**src/rtl/pipeline_hazard_ctrl.sv**
```systemverilog
// Pipeline hazard controller: load-use stalls, taken-branch flushes and
// data-memory wait/timeout handling for a classic 5-stage pipeline.
// Control outputs are Mealy (state plus current inputs, same-cycle effect).
// Optional feature macro: HAZARD_PERF_CNT_EN adds a saturating 16-bit stall
// counter on Stall_Count; without it Stall_Count is tied to zero.
//
// state    | meaning
// ---------+-----------------------------------------------------------
// RUN      | normal issue; load-use stalls handled in place
// MEM_WAIT | data memory busy, front end held and back end frozen
// FLUSH    | one cycle after a taken branch; load-use check suppressed
// ERROR    | memory timeout, pipeline frozen until reset

module pipeline_hazard_ctrl #(
   parameter int MAX_WAIT = 8
) (
   input  logic        clk,
   input  logic        reset,
   input  logic [4:0]  ID_rs,
   input  logic [4:0]  ID_rt,
   input  logic        EX_MemRead,
   input  logic [4:0]  EX_rt,
   input  logic        Branch_Taken,
   input  logic        Mem_Busy,
   output logic        Block_PC_Write,
   output logic        Block_IF_ID_Write,
   output logic        Flush_IF_ID,
   output logic        Bubble_ID_EX,
   output logic        Freeze_Back,
   output logic        Mem_Timeout,
   output logic [15:0] Stall_Count
);

   typedef enum logic [1:0] {
      RUN      = 2'd0,
      MEM_WAIT = 2'd1,
      FLUSH    = 2'd2,
      ERROR    = 2'd3
   } state_t;

   localparam logic [7:0] MAX_WAIT_C = 8'(MAX_WAIT);

   state_t     state;
   state_t     state_nxt;
   logic [7:0] wait_cnt;
   logic [7:0] wait_cnt_nxt;
   logic       load_use;

   logic       blk_pc_raw;
   logic       blk_ifid_raw;
   logic       flush_raw;
   logic       bubble_raw;
   logic       freeze_raw;
   logic       timeout_raw;

   // Load in EX whose destination feeds the instruction currently in ID.
   assign load_use = EX_MemRead && (EX_rt != 5'd0) &&
                     ((EX_rt == ID_rs) || (EX_rt == ID_rt));

   // Next-state and raw control decode; priority is memory > branch > load-use.
   always_comb begin
      state_nxt    = state;
      wait_cnt_nxt = wait_cnt;
      blk_pc_raw   = 1'b0;
      blk_ifid_raw = 1'b0;
      flush_raw    = 1'b0;
      bubble_raw   = 1'b0;
      freeze_raw   = 1'b0;
      timeout_raw  = 1'b0;
      case (state)
         RUN, FLUSH: begin
            state_nxt = RUN;
            if (Mem_Busy) begin
               blk_pc_raw   = 1'b1;
               blk_ifid_raw = 1'b1;
               freeze_raw   = 1'b1;
               state_nxt    = MEM_WAIT;
               wait_cnt_nxt = 8'd1;
            end else if (Branch_Taken) begin
               flush_raw  = 1'b1;
               bubble_raw = 1'b1;
               state_nxt  = FLUSH;
            end else if (load_use && (state == RUN)) begin
               blk_pc_raw   = 1'b1;
               blk_ifid_raw = 1'b1;
               bubble_raw   = 1'b1;
            end
         end
         MEM_WAIT: begin
            if (Mem_Busy) begin
               blk_pc_raw   = 1'b1;
               blk_ifid_raw = 1'b1;
               freeze_raw   = 1'b1;
               if (wait_cnt == MAX_WAIT_C) begin
                  state_nxt = ERROR;
               end else begin
                  wait_cnt_nxt = wait_cnt + 8'd1;
               end
            end else begin
               // Exit cycle: branch and load-use are deliberately ignored here.
               state_nxt    = RUN;
               wait_cnt_nxt = 8'd0;
            end
         end
         ERROR: begin
            blk_pc_raw   = 1'b1;
            blk_ifid_raw = 1'b1;
            freeze_raw   = 1'b1;
            timeout_raw  = 1'b1;
         end
         default: begin
            state_nxt    = RUN;
            wait_cnt_nxt = 8'd0;
         end
      endcase
   end

   // State and wait counter registers with asynchronous clear.
   always_ff @(posedge clk or negedge reset) begin
      if (!reset) begin
         state    <= RUN;
         wait_cnt <= 8'd0;
      end else begin
         state    <= state_nxt;
         wait_cnt <= wait_cnt_nxt;
      end
   end

   // Outputs are forced low for as long as reset is held, independent of inputs.
   always_comb begin
      Block_PC_Write    = reset & blk_pc_raw;
      Block_IF_ID_Write = reset & blk_ifid_raw;
      Flush_IF_ID       = reset & flush_raw;
      Bubble_ID_EX      = reset & bubble_raw;
      Freeze_Back       = reset & freeze_raw;
      Mem_Timeout       = reset & timeout_raw;
   end

`ifdef HAZARD_PERF_CNT_EN
   logic [15:0] stall_cnt;

   // Count every clock with the PC held, saturating at all-ones.
   always_ff @(posedge clk or negedge reset) begin
      if (!reset) begin
         stall_cnt <= 16'd0;
      end else if (Block_PC_Write && (stall_cnt != 16'hFFFF)) begin
         stall_cnt <= stall_cnt + 16'd1;
      end
   end

   assign Stall_Count = stall_cnt;
`else
   assign Stall_Count = 16'd0;
`endif

endmodule

```
**config.mk**
```make
export PLATFORM = sky130hd
export DESIGN_NAME = pipeline_hazard_ctrl
export DESIGN_NICKNAME = d
export VERILOG_FILES = /design/src/rtl/pipeline_hazard_ctrl.sv
export SDC_FILE = /design/constraint.sdc
export NUM_CORES = 1
export LEC_CHECK = 0
export BUFFER_PORTS_ARGS = -buffer_cell sky130_fd_sc_hd__buf_2
export CAP_MARGIN = 20
export CORE_MARGIN = 4
export CORE_UTILIZATION = 45
export DETAILED_ROUTE_END_ITERATION = 8
export PLACE_DENSITY = 0.77
export SLEW_MARGIN = 20
export SYNTH_ARGS = -nofsm -noshare
export SYNTH_HDL_FRONTEND = slang
export SYNTH_SLANG_ARGS = --single-unit
```
**constraint.sdc**
```tcl
create_clock -name clk -period 1.9 [get_ports clk]
set_input_delay 0.285 -clock clk [delete_from_list [all_inputs] [get_ports clk]]
set_output_delay 0.285 -clock clk [all_outputs]
set_load 0.02 [all_outputs]
```
Yosys cells after proc, flatten, opt, wreduce, memory -nomap -nowiden
Index checks and enable logic that the tools add are counted.
Word-level totals
  bits in registers: 10
  bits of input ports: 20
  word-level logic and storage cells: 50
Cells by class
  $add $sub $neg: 1
  equality and inequality tests: 9
  mux-type cells: 22
  bitwise logic cells: 5
  reduce and logical (&&, ||, !) cells: 11
Operators with widths (count)
  $mux 8: 3
  $pmux 8 s2: 1
  $mux 1: 11
  $eq 5x5->1: 2
  $add 8x1->8 const B: 1
  $eq 8x4->1 const B: 1
  $mux 2: 4
  $ne 3x3->1 const B: 2
  $and 1x1->1: 5
  $reduce_bool 5->1: 1
  $eq 2x2->1 const B: 2
  $pmux 2 s2: 1
  $logic_and 1x1->1: 3
  $pmux 1 s3: 1
  $reduce_and 3->1: 1
  $reduce_or 3->1: 1
  $eq 2x1->1 const B: 1
  $logic_not 2->1: 1
  $ne 2x2->1 const B: 1
  $pmux 1 s2: 1
  $reduce_and 2->1: 1
  $reduce_bool 2->1: 1
  $reduce_or 2->1: 1
  $logic_or 1x1->1: 1

Logic depth before layout (Yosys ltp)
  word-level depth: 9
  gate-level depth with buffers: 6
  mapped depth without buffers: 6

Worst setup path before layout
Ideal clock, no wire load.
  path kind: reg2out
  start point: register state[0]
  end point: output Block_PC_Write
  arrival time: 1.681 ns
  required time: 1.615 ns
  setup slack: -0.066 ns
  cell stages (with the launch flop): 6
  cells stage by stage: dfrtp_1 > buf_6 > a2111oi_0 > nand3_1 > o21bai_1 > buf_4
On the way
  cells in the longest elaborated chain, start to end: 7
  elaborated cells between the ends (all ways): 11
  those cells by class: eq/ne (3); mux (4); bitwise (1); reduce/logical (3)
RTL lines
  start, declared: RTL line 43  | state_t state;
  start signal, assigned: RTL line 124  | state <= state_nxt;
  $logic_not 2->1
  $logic_and 1x1->1: RTL line 83  | end else if (load_use && (state == RUN)) begin
  $mux 1 (3 in a row)
  $pmux 1 s3 (*)
  $and 1x1->1 (*)
  end, declared: RTL line 25  | output logic Block_PC_Write,
Every way passes the cells marked *; elsewhere a longest branch is shown, timed or not.

Worst setup path after layout
  start point: register state[0]
  end point: output Block_PC_Write
On the way
  cells in the longest elaborated chain, start to end: 7
  elaborated cells between the ends (all ways): 11
  those cells by class: eq/ne (3); mux (4); bitwise (1); reduce/logical (3)
RTL lines
  $logic_not 2->1: RTL line 70, 83
  $logic_and 1x1->1: RTL line 83
  $mux 1: RTL line 83
  $mux 1: RTL line 79  | end else if (Branch_Taken) begin
  $mux 1: RTL line 73  | if (Mem_Busy) begin
  $pmux 1 s3 (*): RTL line 70  | case (state)
  $and 1x1->1 (*): RTL line 131  | Block_PC_Write = reset & blk_pc_raw;
Marked as above.

==> results.json <==
{
  "status": "complete, no violations",
  "synth_top_area_share": 0.275,
  "drv_cap": 0,
  "grt_usage": 0.162,
  "globalplace.congestion": 0.812,
  "critical-path-top-delay-family": "simple AND/OR/NAND/NOR gates",
  "num_io_pins": 42,
  "ys_ff_latch": 10,
  "drc": 0,
  "mostFrequentLayoutCells": "23 x buf_2, 16 x conb_1, 10 x xor2_1",
  "synth-simple-area-share": 0.209,
  "setup.worst_path.start_class": "register",
  "start_util": 0.499,
  "cts_buffers": 3,
  "dp_hpwl_um": 1620,
  "synth_xor_area_frac": 0.0964,
  "clockBufferDepth": 2,
  "drt_wl_total_um": 2400,
  "cts_tree": "done",
  "netlist_area_sq_um": 908,
  "die_w_um": 52.9,
  "crit_chain": "and2_4 > or2_4 > and2_4 > o21bai_4 > buf_6",
  "hold_violations": 0,
  "cp_slowest_stage_delay_ns": 0.45,
  "drt_iter0_drc": 19,
  "relSlewSlack": 0.621,
  "hold_class": "primary input to register",
  "synthTopCellsByArea": "dfrtp_1 28%, buf_4 15%, xor2_1 9.6%",
  "area.growth.synth_to_final_pct": 25.1,
  "ys_types": 29,
  "place_ws_ns": 0.0783,
  "n_antenna_cell": 0,
  "synthAdderAreaFrac": 0.0275,
  "htree_levels": 1,
  "synthCells": 110,
  "ys.warnings.count": 0,
  "synth_flop_cell": "dfrtp_1",
  "synthMuxAreaShare": 0.0110,
  "synth_top_family_by_area": "simple AND/OR/NAND/NOR gates",
  "dp_cells": 159,
  "grt_max_degree": 11,
  "slew_violations": 0,
  "final_common_cell": "buf_2",
  "fp.dieH_um": 52.9,
  "crit_required_ns": 1.62,
  "wl_per_cell_um": 14.4,
  "final_util": 0.624,
  "clock-sinks": 10,
  "rows": 15,
  "peakVddDrop_mv": 0.560,
  "worstPathArrival_ns": 1.58,
  "ys_seq_area_frac": 0.275,
  "whs_ns": 0.288,
  "worst-path-buf-inv": 1,
  "clock.fmax_ghz": 0.536,
  "grt_pass1_wl_um": 3370,
  "worstSetupPathType": "register to output port",
  "vias": 884,
  "drive_above_1_share": 0.352,
  "critical_path_cell_count": 5,
  "crit_path_frequent_cell": "and2_4",
  "ff2ff_path_depth": 6,
  "final-setup-viol-count": 0,
  "final_cell_area_sq_um": 1140,
  "ys_async_sr_fraction": 1.00,
  "whs_path_depth": 3,
  "io_buffers": 25,
  "antenna_found_initial": 0,
  "worstSetupEndpointType": "output port",
  "worstPathMaxFanout": 5,
  "power_density_nw_per_um2": 572,
  "die_area_sq_um": 2800,
  "fin_crit_sh": 0.982,
  "leakage_nw": 0.549,
  "clkLatencyLatePin_ns": 0.27,
  "tightest_slew_ns": 0.564,
  "routed_via_density": 5.29,
  "synth_edf_count": 0,
  "finalNetCount": 166,
  "root_buffer": "clkbuf_4",
  "final_cells": 167,
  "synth_top_cell_by_area": "dfrtp_1",
  "place_area_sq_um": 1010,
  "grt_pass1_vias": 820,
  "postRouteAntennaNets": 0,
  "coreArea_sq_um": 1820,
  "globalRouteOverflowTotal": 0,
  "slowest_stage": "dfrtp_2",
  "skew_ns": 0.00258,
  "avgSynthCellArea_sq_um": 8.26,
  "min_period_ns": 1.87,
  "worst_slack_ns": 0.0335,
  "clk_pin_slew_ns": 0.06,
  "drt_pass1_iterations": 4,
  "synth_compound_area_frac": 0.189
}
-- path summary, 6_finish.rpt --
kind	start	end	slack, ns
max reg2reg	wait_cnt[0]$_DFFE_PN0P_	wait_cnt[6]$_DFFE_PN0P_	0.08
min reg2reg	wait_cnt[0]$_DFFE_PN0P_	wait_cnt[0]$_DFFE_PN0P_	0.56
min	Branch_Taken	state[1]$_DFFE_PN0P_	0.29
max	state[0]$_DFFE_PN0P_	Block_PC_Write	0.03
min in group asynchronous	reset	wait_cnt[6]$_DFFE_PN0P_	0.59
max in group asynchronous	reset	state[0]$_DFFE_PN0P_	0.93
-- metal layers --
layer	wire length (um)	track usage	vias to the layer above
met3	223	0.0423	2
li1	-	-	422
met1	927	0.170	419
met5	0	0	-
met4	21	0.0511	0
met2	1230	0.308	41
-- worst register-to-register path, cell delays in order (launching register included) --
cell	delay, ns
dfrtp_1	0.36
inv_2	0.05
ha_2	0.17
and4bb_2	0.23
a311o_4	0.43
or3_1	0.35
a21oi_1	0.16
-- power breakdown --
part           switching, W  internal (W)  total [W]
clock network     0.0000738     0.0000734   0.000147
logic              0.000149      0.000106   0.000255
registers         0.0000174      0.000231   0.000248
-- cells in the mapped netlist (3+ instances only) --
master,n
or3_1,4
xor2_1,10
nor2_1,6
buf_4,18
dfrtp_1,10
nand4_1,3
inv_1,5
nand2_1,5
nand3_1,3
and3_1,3
and2_1,3
nor3_1,5
a21oi_1,7
a2111oi_0,3
o21ai_0,9
-- cell families after synthesis --
family / Yosys count
AO/OA/AOI/OAI: 26
XOR/XNOR: 10
adder cells (fa/ha/maj): 2
buffers and inverters: 25
flip-flops: 10
multiplexers: 1
other: 1
AND/OR/NAND/NOR: 35
-- registers in the layout (all words and copies together) (netlist names) --
register  flops
wait_cnt      8
state         2
-- final cells by class --
type	count	area (sq um)
inverter	5	18.8
timing repair buffer	33	200
multi-input combinational	91	612
fill	179	684
tap	25	31.3
sequential	10	251
clock buffer	3	22.5
-- repair_timing --
item	in CTS	in global routing
setup endpoints to repair	3	4
pin swaps	2	2
resized for setup	8	11
hold buffers	1	0
endpoints found under the hold margin	10	0
setup buffers	1	2
gates cloned	0	1
-- through the flow --
stage | total power (W) | setup TNS (ns)
2_1_floorplan | 0.000417 | 0
3_3_place_gp | 0.000460 | 0
3_5_place_dp | 0.000466 | 0
4_1_cts | 0.000629 | 0
5_1_grt | 0.000684 | -0.0282
6_report | 0.000650 | 0
Power figures use the tool's default switching activity.
